$ cat config.mk
export PLATFORM = sky130hd
export DESIGN_NAME = seg7_digit_driver
export DESIGN_NICKNAME = d
export VERILOG_FILES = /design/src/rtl/seg7_pkg.sv /design/src/rtl/seg7_hex_decode.sv /design/src/rtl/seg7_digit_driver.sv
export SDC_FILE = /design/constraint.sdc
export NUM_CORES = 1
export LEC_CHECK = 0
export CAP_MARGIN = 20
export CORE_MARGIN = 2
export CORE_UTILIZATION = 27
export DETAILED_ROUTE_END_ITERATION = 8
export HOLD_SLACK_MARGIN = 0.06
export SLEW_MARGIN = 20
export SYNTH_ARGS = -nofsm -noshare
export SYNTH_HDL_FRONTEND = slang
export SYNTH_SLANG_ARGS = --single-unit
$ cat constraint.sdc
create_clock -name clock -period 6.5 [get_ports clock]
set_input_delay 1.95 -clock clock [delete_from_list [all_inputs] [get_ports clock]]
set_output_delay 1.95 -clock clock [all_outputs]
set_load 0.03 [all_outputs]
$ cat src/rtl/seg7_pkg.sv
// Shared constants, hex-to-segment table and anode index helper for the seven-segment digit driver.
package seg7_pkg;

    localparam logic [6:0] SEG_OFF   = 7'h7F;
    localparam logic [7:0] ANODE_OFF = 8'hFF;
    localparam logic [7:0] ANODE_D0  = 8'hFE;

    // Active-low segments {g,f,e,d,c,b,a}, indexed by hex value
    localparam logic [6:0] HEX_SEG [16] = '{
        7'h40, 7'h79, 7'h24, 7'h30, 7'h19, 7'h12, 7'h02, 7'h78,
        7'h00, 7'h10, 7'h08, 7'h03, 7'h46, 7'h21, 7'h06, 7'h0E
    };

    // Returns {valid, idx}; valid only when exactly one anode bit is low
    function automatic logic [3:0] onehot_low_idx(input logic [7:0] anode);
        logic [3:0]  r;
        int unsigned n;
        r = '0;
        n = 0;
        for (int k = 0; k < 8; k++) begin
            if (!anode[k]) begin
                n++;
                r[2:0] = 3'(k);
            end
        end
        r[3] = (n == 1);
        return r;
    endfunction

endpackage

$ cat src/rtl/seg7_hex_decode.sv
// Combinational hex nibble to active-low seven-segment pattern.
module seg7_hex_decode
    import seg7_pkg::*;
(
    input  logic [3:0] hex_i,
    output logic [6:0] seg_o
);

    assign seg_o = HEX_SEG[hex_i];

endmodule

$ cat src/rtl/seg7_digit_driver.sv
// Registered anode/cathode driver with frame-aligned shadow load and anti-ghost blanking.
// Optional build macro SEG7_LZ_BLANK_EN enables leading-zero blanking.
module seg7_digit_driver
    import seg7_pkg::*;
#(
    parameter int unsigned BLANK_CYCLES = 4,
    parameter int unsigned BLANK_W      = 3
) (
    input  logic        clock,
    input  logic        reset,
    input  logic [7:0]  anode_in,
    input  logic [31:0] data_in,
    input  logic [7:0]  dp_in,
    input  logic        data_valid,
    output logic        data_ready,
    output logic [7:0]  anode_out,
    output logic [6:0]  cathode,
    output logic        dp_out,
    output logic        frame_start
);

    logic [7:0]         anode_q;
    logic [BLANK_W-1:0] blank_cnt_q, blank_cnt_d;
    logic [31:0]        pend_q, pend_d, active_q, active_d;
    logic [7:0]         pend_dp_q, pend_dp_d, active_dp_q, active_dp_d;
    logic               pend_full_q, pend_full_d;
    logic [7:0]         anode_out_q, anode_out_d;
    logic [6:0]         cathode_q, cathode_d;
    logic               dp_out_q, dp_out_d;
    logic               frame_start_q, frame_start_d;

    logic       change, commit, load;
    logic [3:0] sel;
    logic       sel_valid;
    logic [2:0] sel_idx;
    logic [3:0] nibble;
    logic [6:0] seg;
    logic       digit_blank;

    assign change    = (anode_in != anode_q);
    assign commit    = change && (anode_in == ANODE_D0) && pend_full_q;
    assign load      = data_valid && !pend_full_q;
    assign sel       = onehot_low_idx(anode_in);
    assign sel_valid = sel[3];
    assign sel_idx   = sel[2:0];

    // Decode from the next active value so a commit shows on digit 0 without delay
    assign nibble = active_d[{sel_idx, 2'b00} +: 4];

    seg7_hex_decode u_hex_decode (
        .hex_i (nibble),
        .seg_o (seg)
    );

`ifdef SEG7_LZ_BLANK_EN
    logic [7:0] lz_mask_q, lz_mask_d;

    function automatic logic [7:0] lz_mask_of(input logic [31:0] value);
        logic [7:0] m;
        m = '0;
        for (int k = 7; k >= 1; k--) begin
            if (value[4*k +: 4] != 4'h0) break;
            m[k] = 1'b1;
        end
        return m;
    endfunction

    assign lz_mask_d   = commit ? lz_mask_of(pend_q) : lz_mask_q;
    assign digit_blank = lz_mask_d[sel_idx];

    always_ff @(posedge clock or posedge reset) begin
        if (reset) lz_mask_q <= 8'hFE;
        else       lz_mask_q <= lz_mask_d;
    end
`else
    assign digit_blank = 1'b0;
`endif

    always_comb begin
        pend_d      = pend_q;
        pend_dp_d   = pend_dp_q;
        pend_full_d = pend_full_q;
        active_d    = active_q;
        active_dp_d = active_dp_q;
        if (commit) begin
            active_d    = pend_q;
            active_dp_d = pend_dp_q;
            pend_full_d = 1'b0;
        end else if (load) begin
            pend_d      = data_in;
            pend_dp_d   = dp_in;
            pend_full_d = 1'b1;
        end

        if (change) begin
            blank_cnt_d = BLANK_W'(BLANK_CYCLES);
        end else if (blank_cnt_q != '0) begin
            blank_cnt_d = blank_cnt_q - BLANK_W'(1);
        end else begin
            blank_cnt_d = '0;
        end
    end

    always_comb begin
        frame_start_d = change && (anode_in == ANODE_D0);
        cathode_d     = SEG_OFF;
        dp_out_d      = 1'b1;
        anode_out_d   = ANODE_OFF;
        if (sel_valid) begin
            cathode_d   = digit_blank ? SEG_OFF : seg;
            dp_out_d    = ~active_dp_d[sel_idx];
            anode_out_d = (blank_cnt_d != '0) ? ANODE_OFF : anode_in;
        end
    end

    always_ff @(posedge clock or posedge reset) begin
        if (reset) begin
            anode_q       <= ANODE_OFF;
            blank_cnt_q   <= '0;
            pend_q        <= '0;
            pend_dp_q     <= '0;
            pend_full_q   <= 1'b0;
            active_q      <= '0;
            active_dp_q   <= '0;
            anode_out_q   <= ANODE_OFF;
            cathode_q     <= SEG_OFF;
            dp_out_q      <= 1'b1;
            frame_start_q <= 1'b0;
        end else begin
            anode_q       <= anode_in;
            blank_cnt_q   <= blank_cnt_d;
            pend_q        <= pend_d;
            pend_dp_q     <= pend_dp_d;
            pend_full_q   <= pend_full_d;
            active_q      <= active_d;
            active_dp_q   <= active_dp_d;
            anode_out_q   <= anode_out_d;
            cathode_q     <= cathode_d;
            dp_out_q      <= dp_out_d;
            frame_start_q <= frame_start_d;
        end
    end

    assign data_ready  = ~pend_full_q;
    assign anode_out   = anode_out_q;
    assign cathode     = cathode_q;
    assign dp_out      = dp_out_q;
    assign frame_start = frame_start_q;

endmodule

==> results_tabular.tex <==
\begin{tabular}{lr}
\hline
Metric & Value \\
\hline
\multicolumn{2}{l}{\textbf{Outcome}} \\
\quad Outcome & complete, no violations \\
\multicolumn{2}{l}{\textbf{Drt}} \\
\quad Routed length per placed instance & approximately 15 µm \\
\quad Starting DRC count in detailed routing & 185 \\
\quad DR vias/cell & between 4 and 5 \\
\quad Routed via count & $\sim$3500 \\
\quad DR DRC count & 0 \\
\quad First-pass iteration count of the detailed router & 4 \\
\quad Number of nets with antenna violations after routing & 0 \\
\quad Post-detailed-routing wire length & 11.9 mm \\
\multicolumn{2}{l}{\textbf{Logic synthesis}} \\
\quad Synthesized instance count & 424 \\
\quad Multiplexer area fraction after synthesis & 0.182 \\
\quad Top-count cell post-synth & dfrtp\_1 \\
\quad Top\_reg\_cell synth & dfrtp\_1 \\
\quad Adder-cell share of the synthesized area & 0.0376 \\
\quad Area share of xor/xnor cells in the synthesized design & 0.0395 \\
\quad Dominant cell type by area after synthesis & dfrtp\_1 \\
\quad Fraction of the mapped netlist area in compound gates & 0.0870 \\
\quad Post-Synthesis Mean Instance Area & 12.5 µm² \\
\quad Area share of and/or/nand/nor cells after synthesis & 0.0974 \\
\quad Leading cell types by total area after synthesis & dfrtp\_1 (40\%), mux2\_2 (16\%), dfstp\_2 (12\%), ha\_1 (3.8\%), xnor2\_1 (2.8\%) \\
\quad Yosys top cell area share & 0.400 \\
\quad Sequential cell area fraction in the yosys report & 0.518 \\
\quad Yosys Warn Count & 0 \\
\quad Area of the mapped netlist & $\sim$5300 µm² \\
\quad Number of synthesized flops with an enable pin & 0 \\
\quad Post-synth net total & 491 \\
\quad Seq cells post-synth & 109 \\
\quad Async SR Flop Fraction & 1.00 \\
\quad Number of distinct library cell variants in the gate-level netlist after synthesis & 65 \\
\quad Most common library cells after synthesis & dfrtp\_1 (85), mux2\_2 (75), nor2\_1 (25), dfstp\_2 (24), inv\_1 (20) \\
\quad Main combinational cell family by area after synthesis & multiplexers \\
\multicolumn{2}{l}{\textbf{Finish}} \\
\quad Area added between synthesis and finish & 25.9\% \\
\quad Filler Cell Count & 1973 \\
\quad Layout cells sized above 1 & 0.323 \\
\quad \# diodes & 0 \\
\quad Final nets & between 500 and 600 \\
\quad Design area & 6700 µm² \\
\multicolumn{2}{l}{\textbf{Floorplanning}} \\
\quad Starting Density & 0.274 \\
\quad Chip width & 144 µm \\
\quad Num ports & slightly below 70 \\
\quad Die Height & 144 µm \\
\quad Area of the placeable core & $\sim$19000 µm² \\
\quad Total Die Area & 20800 µm² \\
\quad Row cnt & approximately 50 \\
\multicolumn{2}{l}{\textbf{Placement}} \\
\quad DP Area & 6380 µm² \\
\quad RePlAce Congestion & 0.791 \\
\quad Estimated wirelength of the detail-placed design & 8.71 mm \\
\quad Quantity of I/O buffers inserted on ports & 68 \\
\multicolumn{2}{l}{\textbf{Clock network}} \\
\quad Number of buffers inserted to repair setup after CTS & 0 \\
\quad H-tree depth & 3 \\
\quad Clock Latency Late Sink & about 0.35 ns \\
\quad CTS buffer count & 9 \\
\quad Number of clock sinks seen by CTS & 109 \\
\quad Clk slew on worst S/H paths & around 0.070 ns \\
\quad Clk root buf & clkbuf\_16 \\
\quad Maximum root-to-sink buffer count & 2 \\
\quad CTS tree & yes \\
\multicolumn{2}{l}{\textbf{STA}} \\
\quad Unrepaired setup endpoints after global routing & no \\
\quad Share of the cycle needed by the critical path after routing & 0.969 \\
\quad Slew headroom & 0.446 \\
\quad Final Hold Slack & 0.470 ns \\
\quad Fin Clk Skew & 0.0104 ns \\
\quad Measured slew at the worst slew-check pin & 0.831 ns \\
\quad Final-report hold violation count & 0 \\
\quad Tmin final & 6.30 ns \\
\quad Number of pins with negative max-slew slack in the final report & 0 \\
\quad Final-report setup violation count & 0 \\
\quad Max Freq & 159 MHz \\
\multicolumn{2}{l}{\textbf{Global route}} \\
\quad Initial antenna violation count & 0 \\
\quad Global route overflow & 0 \\
\quad First-pass GRT wire length & 19.5 mm \\
\quad Pin count of the biggest net entering global routing & 70 \\
\quad Via count of the first global-routing pass & 3776 \\
\quad Total track usage & 0.122 \\
\multicolumn{2}{l}{\textbf{Worst setup path}} \\
\quad CP Data Arrival Time & 6.57 ns \\
\quad Largest fanout of any net on the critical path & 2 \\
\quad Critical path start-end classification & in2reg \\
\quad Required time of the critical path & 6.77 ns \\
\quad Kind of end point of the critical path & register \\
\quad CP startpoint kind & input pin \\
\multicolumn{2}{l}{\textbf{Pwr}} \\
\quad Leakage Power & 2.85 nW \\
\quad Overall Power & 1.69 mW \\
\quad IR drop worst, VDD & 0.000126 V \\
\quad Power density over cell area & between 200 and 300 nW/µm² \\
\multicolumn{2}{l}{\textbf{Run}} \\
\quad Max Cap Violations & 0 \\
\multicolumn{2}{l}{\textbf{Hold path}} \\
\quad Class of the tightest hold or removal check & reg2reg \\
\hline
\end{tabular}
[worst paths after layout]
check                                     from        endpoint  slack [ns]  cells after the start
worst min-delay path            blank_cnt_q[0]  blank_cnt_q[0]        0.47                      1
worst min register to register  blank_cnt_q[0]  blank_cnt_q[0]        0.47                      1
worst max-delay path               anode_in[1]      cathode[0]        0.20                     23
max in group asynchronous                reset    active_q[16]        3.32                      3
worst max register to register      anode_q[0]      cathode[0]        3.08                     11
min in group asynchronous                reset     frame_start        2.14                      2
[final cells by class]
type | instances | area (µm²) | area share
clock buffers | 9 | 225 | 0.0336
clock inverters | 6 | 43.8 | 0.00654
inverters | 21 | 81.3 | 0.0121
multi-input cells | 271 | 2390 | 0.357
flip-flops and latches | 109 | 2760 | 0.412
well taps | 265 | 332 | 0.0495
repair buffers | 91 | 866 | 0.129
[state kept, by name, summed over array words and instances, names as in the netlist]
signal       count
pend_full_q      1
blank_cnt_q      3
cathode          7
dp_out           1
active_q        32
pend_dp_q        8
pend_q          32
frame_start      1
anode_out        8
anode_q          8
active_dp_q      8
[layout by cell type, fill, tap and decap left out, types with 3 or more instances in the layout]
cell type / count
buf_4: 22
nor3_1: 4
nor2b_1: 6
nand2b_1: 5
clkdlybuf4s50_1: 65
nand3_1: 4
a221o_1: 6
o211ai_1: 4
mux2_2: 75
o21ai_0: 11
nor2_1: 24
a21oi_1: 6
nand2_1: 13
nor4_1: 3
dfrtp_1: 85
clkbuf_16: 9
or3_1: 11
dfstp_2: 24
and2_1: 6
a31oi_1: 4
xnor2_1: 17
clkinv_2: 3
mux2i_1: 6
inv_1: 18
ha_1: 15
[critical path: stages]
cell and delay, ns:
dlygate4sd2_1 0.23, inv_1 0.08, ha_4 0.16, nand2b_1 0.16
and2_1 0.15, ha_1 0.26, nor2b_1 0.13, a31oi_1 0.20
inv_1 0.07, ha_1 0.30, nor2_2 0.10, a21oi_1 0.08
ha_1 0.32, mux2_2 0.28, ha_1 0.30, nor2_1 0.10
nor2_1 0.06, ha_1 0.29, or4_4 0.49, o311ai_2 0.09
o211ai_2 0.13, or4_1 0.51, o311a_1 0.14
[stage by stage]
step / setup TNS [ns] / setup slack [ns] / std cells / utilization
6_report: 0 / 0.201 / 772 / 0.345
3_5_place_dp: -5.46 / -0.452 / 756 / 0.329
5_1_grt: 0 / 0.00172 / 772 / 0.345
4_1_cts: 0 / 0.173 / 771 / 0.344
3_3_place_gp: -2.94 / -0.302 / 756 / 0.329
2_1_floorplan: 0 / 0.104 / 424 / -
[per-layer routing]
layer / routed length (µm) / vias to the layer above / track usage
met1: 5490 / 1742 / 0.159
met3: 519 / 20 / 0.0328
met2: 5630 / 85 / 0.193
met4: 305 / 0 / 0.0460
met5: 0 / - / 0
li1: - / 1664 / -
[cells by family after synthesis]
group | count (synthesis)
AOI/OAI and AO/OA | 55
xor gates and xnor gates | 21
adders and majority gates | 16
buffers and inverters | 44
DFF | 109
muxes | 85
and+or+nand+nor | 94
[power breakdown]
group / switching, mW / internal [mW] / leakage (nW)
combinational: 0.185 / 0.185 / 1.36
clock: 0.249 / 0.261 / 0.138
sequential: 0.0415 / 0.766 / 1.35
total: 0.476 / 1.21 / 2.85
[what timing repair did]
item	CTS	global route
endpoints found under the setup margin	9	1
hold buffers	0	0
hold endpoints to repair	0	0
pin swaps	2	1
gates resized for setup	6	2
Power figures use the tool's default switching activity.
